### src/rtl/axi_read_arbiter_pkg.sv
// ---------------------------------------------------------------------------
// axi_read_arbiter_pkg
// Shared types and constants for the AXI read-channel arbiter:
//   - arb_state_e   : arbiter FSM states (IDLE / ADDR / DATA)
//   - ar_req_t      : latched AR payload (address, length, size)
//   - AXI constants : burst type, cache and protection attributes
//   - REQ_*         : requester index assignment
//   - idx_width()   : width of an index into N requesters (minimum 1)
// ---------------------------------------------------------------------------
package axi_read_arbiter_pkg;

    localparam int unsigned ADDR_WIDTH = 32;
    localparam int unsigned LEN_WIDTH  = 8;
    localparam int unsigned SIZE_WIDTH = 3;
    localparam int unsigned RESP_WIDTH = 2;

    localparam logic [1:0] AXI_BURST_INCR = 2'b01;
    localparam logic [3:0] AXI_CACHE_NONE = 4'b0000;
    localparam logic [2:0] AXI_PROT_NONE  = 3'b000;

    localparam int unsigned REQ_IREFILL  = 0;
    localparam int unsigned REQ_IUNCACHE = 1;
    localparam int unsigned REQ_DREFILL  = 2;
    localparam int unsigned REQ_DUNCACHE = 3;

    typedef enum logic [1:0] {
        IDLE = 2'd0,
        ADDR = 2'd1,
        DATA = 2'd2
    } arb_state_e;

    typedef struct packed {
        logic [ADDR_WIDTH-1:0] addr;
        logic [LEN_WIDTH-1:0]  len;
        logic [SIZE_WIDTH-1:0] size;
    } ar_req_t;

    // Index width for n requesters; never zero so vectors stay legal.
    function automatic int unsigned idx_width(input int unsigned n);
        return (n > 1) ? $clog2(n) : 1;
    endfunction

endpackage

### src/rtl/axi_read_arbiter_rr_pick.sv
// ---------------------------------------------------------------------------
// axi_read_arbiter_rr_pick
// Combinational round-robin picker: selects the first asserted request at or
// above the pointer, wrapping from NUM_REQ-1 back to 0.
// Ports:
//   i_req       in  NUM_REQ  request vector
//   i_rr_ptr    in  IDX_W    highest-priority index
//   o_grant     out NUM_REQ  one-hot grant (zero when no request)
//   o_grant_idx out IDX_W    index of the granted requester
//   o_any_req   out 1        at least one request asserted
// ---------------------------------------------------------------------------
module axi_read_arbiter_rr_pick
    import axi_read_arbiter_pkg::*;
#(
    parameter int unsigned NUM_REQ = 4,
    parameter int unsigned IDX_W   = idx_width(NUM_REQ)
) (
    input  logic [NUM_REQ-1:0] i_req,
    input  logic [IDX_W-1:0]   i_rr_ptr,
    output logic [NUM_REQ-1:0] o_grant,
    output logic [IDX_W-1:0]   o_grant_idx,
    output logic               o_any_req
);

    logic w_found;

    // Two passes avoid modulo arithmetic: first the indices at or above the
    // pointer, then the wrapped range starting from 0.
    always_comb begin
        o_grant     = '0;
        o_grant_idx = '0;
        w_found     = 1'b0;
        for (int unsigned i = 0; i < NUM_REQ; i++) begin
            if (!w_found && i_req[i] && (IDX_W'(i) >= i_rr_ptr)) begin
                w_found     = 1'b1;
                o_grant[i]  = 1'b1;
                o_grant_idx = IDX_W'(i);
            end
        end
        for (int unsigned i = 0; i < NUM_REQ; i++) begin
            if (!w_found && i_req[i]) begin
                w_found     = 1'b1;
                o_grant[i]  = 1'b1;
                o_grant_idx = IDX_W'(i);
            end
        end
        o_any_req = w_found;
    end

endmodule

### src/rtl/axi_read_arbiter.sv
// ---------------------------------------------------------------------------
// axi_read_arbiter
// Shares one AXI read channel (AR/R) between NUM_REQ requesters using
// round-robin arbitration, one outstanding transaction at a time. R beats
// are steered back to the requester that won the AR grant.
// Ports:
//   clk, rst                 clock, asynchronous active-high reset
//   req_valid/addr/len/size  per-requester AR request (slices of 1/32/8/3)
//   req_ready                AR accepted for requester i (one-cycle pulse)
//   rsp_valid/rsp_ready      per-requester R handshake
//   rsp_data/last/resp       shared R payload (pass-through)
//   m_ar*                    AXI AR master channel
//   m_r*                     AXI R master channel (m_rid ignored)
//   busy                     arbiter not idle
// ---------------------------------------------------------------------------
module axi_read_arbiter
    import axi_read_arbiter_pkg::*;
#(
    parameter int unsigned NUM_REQ    = 4,
    parameter int unsigned ID_WIDTH   = 4,
    parameter int unsigned DATA_WIDTH = 32
) (
    input  logic                             clk,
    input  logic                             rst,

    input  logic [NUM_REQ-1:0]               req_valid,
    input  logic [NUM_REQ*ADDR_WIDTH-1:0]    req_addr,
    input  logic [NUM_REQ*LEN_WIDTH-1:0]     req_len,
    input  logic [NUM_REQ*SIZE_WIDTH-1:0]    req_size,
    output logic [NUM_REQ-1:0]               req_ready,

    output logic [NUM_REQ-1:0]               rsp_valid,
    input  logic [NUM_REQ-1:0]               rsp_ready,
    output logic [DATA_WIDTH-1:0]            rsp_data,
    output logic                             rsp_last,
    output logic [RESP_WIDTH-1:0]            rsp_resp,

    output logic                             m_arvalid,
    input  logic                             m_arready,
    output logic [ADDR_WIDTH-1:0]            m_araddr,
    output logic [LEN_WIDTH-1:0]             m_arlen,
    output logic [SIZE_WIDTH-1:0]            m_arsize,
    output logic [ID_WIDTH-1:0]              m_arid,
    output logic [1:0]                       m_arburst,
    output logic [3:0]                       m_arcache,
    output logic [2:0]                       m_arprot,

    input  logic                             m_rvalid,
    output logic                             m_rready,
    input  logic [DATA_WIDTH-1:0]            m_rdata,
    input  logic [RESP_WIDTH-1:0]            m_rresp,
    input  logic                             m_rlast,
    input  logic [ID_WIDTH-1:0]              m_rid,

    output logic                             busy
);

    localparam int unsigned IDX_W = idx_width(NUM_REQ);

    arb_state_e           r_state;
    arb_state_e           w_state_nxt;
    logic [IDX_W-1:0]     r_owner;
    logic [NUM_REQ-1:0]   r_owner_oh;
    logic [IDX_W-1:0]     r_rr_ptr;
    logic [IDX_W-1:0]     w_ptr_nxt;
    ar_req_t              r_ar;
    ar_req_t              w_ar_sel;

    logic [NUM_REQ-1:0]   w_grant;
    logic [IDX_W-1:0]     w_grant_idx;
    logic                 w_any_req;
    logic                 w_take_grant;
    logic                 w_ar_hs;

    // Only one burst is ever in flight, so the returned ID carries no
    // information worth checking.
    logic                 w_unused_rid;
    assign w_unused_rid = ^m_rid;

    axi_read_arbiter_rr_pick #(
        .NUM_REQ     (NUM_REQ),
        .IDX_W       (IDX_W)
    ) u_rr_pick (
        .i_req       (req_valid),
        .i_rr_ptr    (r_rr_ptr),
        .o_grant     (w_grant),
        .o_grant_idx (w_grant_idx),
        .o_any_req   (w_any_req)
    );

    // AR payload of the requester being granted this cycle.
    always_comb begin
        w_ar_sel = '0;
        for (int unsigned i = 0; i < NUM_REQ; i++) begin
            if (w_grant[i]) begin
                w_ar_sel.addr = req_addr[ADDR_WIDTH*i +: ADDR_WIDTH];
                w_ar_sel.len  = req_len[LEN_WIDTH*i +: LEN_WIDTH];
                w_ar_sel.size = req_size[SIZE_WIDTH*i +: SIZE_WIDTH];
            end
        end
    end

    // Pointer moves just past the owner once its AR is accepted.
    assign w_ptr_nxt = (r_owner == IDX_W'(NUM_REQ - 1)) ? '0 : r_owner + IDX_W'(1);

    // State, owner, pointer and latched AR fields.
    always_ff @(posedge clk or posedge rst) begin
        if (rst) begin
            r_state    <= IDLE;
            r_owner    <= '0;
            r_owner_oh <= '0;
            r_rr_ptr   <= '0;
            r_ar       <= '0;
        end else begin
            r_state <= w_state_nxt;
            if (w_take_grant) begin
                r_owner    <= w_grant_idx;
                r_owner_oh <= w_grant;
                r_ar       <= w_ar_sel;
            end
            if (w_ar_hs) begin
                r_rr_ptr <= w_ptr_nxt;
            end
        end
    end

    // Next state and per-requester handshake steering.
    always_comb begin
        w_state_nxt  = r_state;
        w_take_grant = 1'b0;
        w_ar_hs      = 1'b0;
        m_arvalid    = 1'b0;
        m_rready     = 1'b0;
        req_ready    = '0;
        rsp_valid    = '0;
        case (r_state)
            IDLE: begin
                if (w_any_req) begin
                    w_take_grant = 1'b1;
                    w_state_nxt  = ADDR;
                end
            end
            ADDR: begin
                m_arvalid = 1'b1;
                if (m_arready) begin
                    w_ar_hs     = 1'b1;
                    req_ready   = r_owner_oh;
                    w_state_nxt = DATA;
                end
            end
            DATA: begin
                rsp_valid = r_owner_oh & {NUM_REQ{m_rvalid}};
                m_rready  = |(rsp_ready & r_owner_oh);
                if (m_rvalid && m_rready && m_rlast) begin
                    w_state_nxt = IDLE;
                end
            end
            default: begin
                w_state_nxt = IDLE;
            end
        endcase
    end

    assign m_araddr  = r_ar.addr;
    assign m_arlen   = r_ar.len;
    assign m_arsize  = r_ar.size;
    assign m_arid    = ID_WIDTH'(r_owner);
    assign m_arburst = AXI_BURST_INCR;
    assign m_arcache = AXI_CACHE_NONE;
    assign m_arprot  = AXI_PROT_NONE;

    assign rsp_data  = m_rdata;
    assign rsp_last  = m_rlast;
    assign rsp_resp  = m_rresp;

    assign busy      = (r_state != IDLE);

endmodule
### config.mk
export PLATFORM = sky130hd
export DESIGN_NAME = axi_read_arbiter
export DESIGN_NICKNAME = d
export VERILOG_FILES = /design/src/rtl/axi_read_arbiter_pkg.sv /design/src/rtl/axi_read_arbiter_rr_pick.sv /design/src/rtl/axi_read_arbiter.sv
export SDC_FILE = /design/constraint.sdc
export NUM_CORES = 1
export LEC_CHECK = 0
export CAP_MARGIN = 10
export CORE_AREA = 2 2 125 127
export CTS_BUF_LIST = sky130_fd_sc_hd__clkbuf_16
export CTS_CLUSTER_SIZE = 12
export DETAILED_ROUTE_END_ITERATION = 8
export DIE_AREA = 0 0 127 129
export GPL_TIMING_DRIVEN = 0
export PLACE_DENSITY = 0.7
export SLEW_MARGIN = 20
export SYNTH_ARGS = -nofsm -noshare
export SYNTH_HDL_FRONTEND = slang
export SYNTH_SLANG_ARGS = --single-unit
export TNS_END_PERCENT = 1
### constraint.sdc
create_clock -name clk -period 1.67 [get_ports clk]
set_input_delay 0.334 -clock clk [delete_from_list [all_inputs] [get_ports clk]]
set_output_delay 0.334 -clock clk [all_outputs]
set_load 0.03 [all_outputs]
==> flow_metrics.env <==
export IMPL_run_status="finished with violations"
export IMPL_violations_in_the_final_reports="negative setup slack"
export IMPL_yosys_top_cells_area="sky130_fd_sc_hd__dfrtp_1 (33%), sky130_fd_sc_hd__nand2_1 (14%), sky130_fd_sc_hd__nor4bb_1 (11%), sky130_fd_sc_hd__buf_4 (8.9%), sky130_fd_sc_hd__a21boi_1 (7.9%)"
export IMPL_postSynthCellCount=507
export IMPL_cts_tree="built"
export IMPL_drt_total_wl_um=17600
export IMPL_initial_utilization_pct=26.5
export IMPL_cp_data_required_time_ns=1.86
export IMPL_critical_path_class="reg2reg"
export IMPL_worst_slack_ns=-0.165
export IMPL_ys_types=36
export IMPL_critical_path_n_buffers_inverters=3
export IMPL_grt_antenna_before_repair=1
export IMPL_worst_setup_path_start_kind="flop"
export IMPL_die_area_sq_um=16400
export IMPL_row_count=45
export IMPL_hold_viol=0
export IMPL_placeableCoreArea_sq_um=15000
export IMPL_htree_num_levels=2
export IMPL_die_boundary_height_um=129
export IMPL_cts_hold_repair_buffers=0
export IMPL_final_layout_size_suffix_gt1_share_pct=21.3
export IMPL_holdWs_ns=0.321
export IMPL_clock_fmax_mhz=545
export IMPL_ctsLongestPathBuffers=2
export IMPL_number_of_nets_in_the_finished_design=1037
export IMPL_power_per_cell_area_nw_per_um2=1360
export IMPL_critPathMaxStageDelay_ns=0.38
export IMPL_num_fill_cells=1452
export IMPL_numCtsBuffers=5
export IMPL_grt_pass1_wl_um=25500
export IMPL_setup_viol_count_final=45
export IMPL_synth_seq_cells=53
export IMPL_initial_drt_pass_iterations=6
export IMPL_warnings_synthesis=0
export IMPL_worstPathCellList="buf_6, nor2b_4, o211ai_4, buf_12, clkbuf_16, a21boi_1, nor4bb_1, o21ai_1"
export IMPL_rsz0062_at_grt="yes"
export IMPL_worst_endpoint_arrival_ns=2.02
export IMPL_via_count_of_the_first_global_routing_pass=4688
export IMPL_remaining_antenna_violation_count=0
export IMPL_chipWidth_um=127
export IMPL_clk_transition_reported_paths_ns=0.08
export IMPL_gr_usage_all_layers_pct=20.0
export IMPL_detailed_place_hpwl_um=12800
export IMPL_flow_area_growth_from_synthesis_pct=96.3
export IMPL_timing_hold_worst_class="in2async"
export IMPL_finalCritPeriodShare_pct=110
export IMPL_finalWeightedCongestion=0.841
export IMPL_drv_slew=0
export IMPL_ios=325
export IMPL_dr_first_iter_drc_count=172
export IMPL_drv_cap=0
export IMPL_reg2reg_slack_ns=-0.16
export IMPL_grt_max_degree=36
export IMPL_numClockSinks=53
export IMPL_place_worst_setup_slack_ns=-1.01
export IMPL_avgRoutedWirePerCell_um=17.6
export IMPL_grt_ovfl_total=0
export IMPL_ir_drop_v=0.000665
export IMPL_insertion_delay_ns=0.31
export IMPL_critPathCaptureType="flop"
export IMPL_standard_cell_with_the_maximum_stage_delay_on_the_critical_path="sky130_fd_sc_hd__dfrtp_1"
export IMPL_path_max_fanout=7
export IMPL_clock_root_buffer="sky130_fd_sc_hd__clkbuf_16"
export IMPL_antennaDiodeCount=0
export IMPL_netlist_top_cell_by_area="sky130_fd_sc_hd__dfrtp_1"
export IMPL_route_detailed_drc=0
export IMPL_setup_total_negative_slack_ns=-4.36
export IMPL_period_needed_ns=1.83
export IMPL_critical_path_top_delay_family="buffers and inverters"
export IMPL_p_total_w=0.0106
export IMPL_cellLeakagePower_nw=3.54
export IMPL_num_vias=4761
export IMPL_post_synth_cell_area_avg_sq_um=7.82
export IMPL_ys_seq_area_share_pct=33.4
export IMPL_routed_via_density=4.75
export IMPL_mappedNetlistArea_sq_um=3970
export IMPL_place_port_buffers=273
export IMPL_final_clock_skew_ns=0.00346
export IMPL_synth_top_cell_area_share_pct=33.4
==> registers in the layout (all words and copies together), names as in the netlist <==
register,cells
m_araddr,32
m_arlen,8
r_owner_oh,4
m_arsize,3
r_owner,2
r_rr_ptr,2
r_state,2
==> synth_stat cells <==
cell type / instances
sky130_fd_sc_hd__a21oi_1: 5
sky130_fd_sc_hd__o211ai_2: 2
sky130_fd_sc_hd__nand2_1: 144
sky130_fd_sc_hd__inv_1: 4
sky130_fd_sc_hd__conb_1: 2
sky130_fd_sc_hd__a21boi_0: 1
sky130_fd_sc_hd__and3_1: 8
sky130_fd_sc_hd__o21ai_1: 46
sky130_fd_sc_hd__o221ai_2: 1
sky130_fd_sc_hd__buf_2: 20
sky130_fd_sc_hd__a21o_1: 1
sky130_fd_sc_hd__or2_0: 1
sky130_fd_sc_hd__nor2_1: 4
sky130_fd_sc_hd__a2bb2oi_1: 1
sky130_fd_sc_hd__nor2b_1: 4
sky130_fd_sc_hd__nor4bb_1: 42
sky130_fd_sc_hd__dfrtp_1: 53
sky130_fd_sc_hd__o221a_1: 1
sky130_fd_sc_hd__ha_1: 1
sky130_fd_sc_hd__mux2_2: 1
sky130_fd_sc_hd__a21boi_1: 42
sky130_fd_sc_hd__or2_1: 1
sky130_fd_sc_hd__a22o_1: 1
sky130_fd_sc_hd__buf_6: 4
sky130_fd_sc_hd__a221oi_1: 1
sky130_fd_sc_hd__o31ai_1: 2
sky130_fd_sc_hd__o21a_1: 1
sky130_fd_sc_hd__inv_2: 2
sky130_fd_sc_hd__clkbuf_1: 14
sky130_fd_sc_hd__o32ai_4: 1
sky130_fd_sc_hd__and4b_1: 1
sky130_fd_sc_hd__o221a_2: 1
sky130_fd_sc_hd__nor4_1: 1
sky130_fd_sc_hd__o21ai_0: 45
sky130_fd_sc_hd__buf_4: 47
sky130_fd_sc_hd__nand2b_1: 1
==> path summary, 6_finish.rpt <==
check                      cells after the start            to          from
setup / recovery                               8    m_arlen[1]   r_rr_ptr[0]
hold / removal                                 2  m_araddr[26]           rst
setup reg to reg                               8    m_arlen[1]   r_rr_ptr[0]
hold reg to reg                                2    m_arlen[7]    m_arlen[7]
max in group asynchronous                      3    r_state[0]           rst
min in group clk                               3    r_owner[1]  req_valid[3]
==> report_power, final <==
| group | total, W | internal, W | switching (W) |
|---|---|---|---|
| Combinational | 0.00706 | 0.00303 | 0.00403 |
| Clock | 0.00127 | 0.000713 | 0.000561 |
| Sequential | 0.00223 | 0.00189 | 0.000338 |
| Total | 0.0106 | 0.00563 | 0.00493 |
==> cell usage in the layout (no fill, tap or decap), types with 11 or more instances in the layout <==
cell type,instances
sky130_fd_sc_hd__a21boi_1,32
sky130_fd_sc_hd__nor4bb_1,20
sky130_fd_sc_hd__nor4bb_2,16
sky130_fd_sc_hd__dlygate4sd2_1,41
sky130_fd_sc_hd__dfrtp_1,53
sky130_fd_sc_hd__conb_1,11
sky130_fd_sc_hd__o21ai_1,46
sky130_fd_sc_hd__clkdlybuf4s50_1,214
sky130_fd_sc_hd__buf_4,62
sky130_fd_sc_hd__o21ai_0,45
sky130_fd_sc_hd__nand2_1,144
sky130_fd_sc_hd__clkbuf_2,12
==> per-stage QoR <==
stage          utilization, %  instances  cell area [sq um]
5_1_grt                  52.0       1002               7790
6_report                 52.0       1002               7790
2_1_floorplan               -        516               4000
3_3_place_gp             46.5        977               6970
4_1_cts                  50.3        994               7530
3_5_place_dp             46.7        978               6990
==> logic make-up after synthesis <==
logic type	synth area share, %
simple gates	27.4
buf+inv	14.4
other cells	0.189
flops	33.4
mux	0.284
compound gates	23.9
fa+ha+maj	0.315
==> layer usage <==
layer	routed length, um	global-route usage (%)	vias to the layer above
li1	-	-	2317
met1	7450	25.4	2225
met2	8650	34.2	195
met3	1170	4.28	22
met4	333	6.53	2
met5	13	0	-
==> area by class of cell <==
class                      instances  area, sq um  area share [%]
timing repair buffer             290         2930            37.6
clock inverter                     3         46.3           0.594
buffer                            85          679            8.72
sequential                        53         1330            17.0
tap                              188          235            3.02
clock buffer                       5          125            1.61
inverter                           6         25.0           0.321
multi-input combinational        372         2420            31.1
==> what timing repair did <==
action                     CTS  global route
pin swaps                    8            26
buffers inserted             7             3
setup endpoints to repair  102            65
gates resized for setup    149            68
cloned                       1             5
Note: power is estimated with default switching activity, not from simulation.
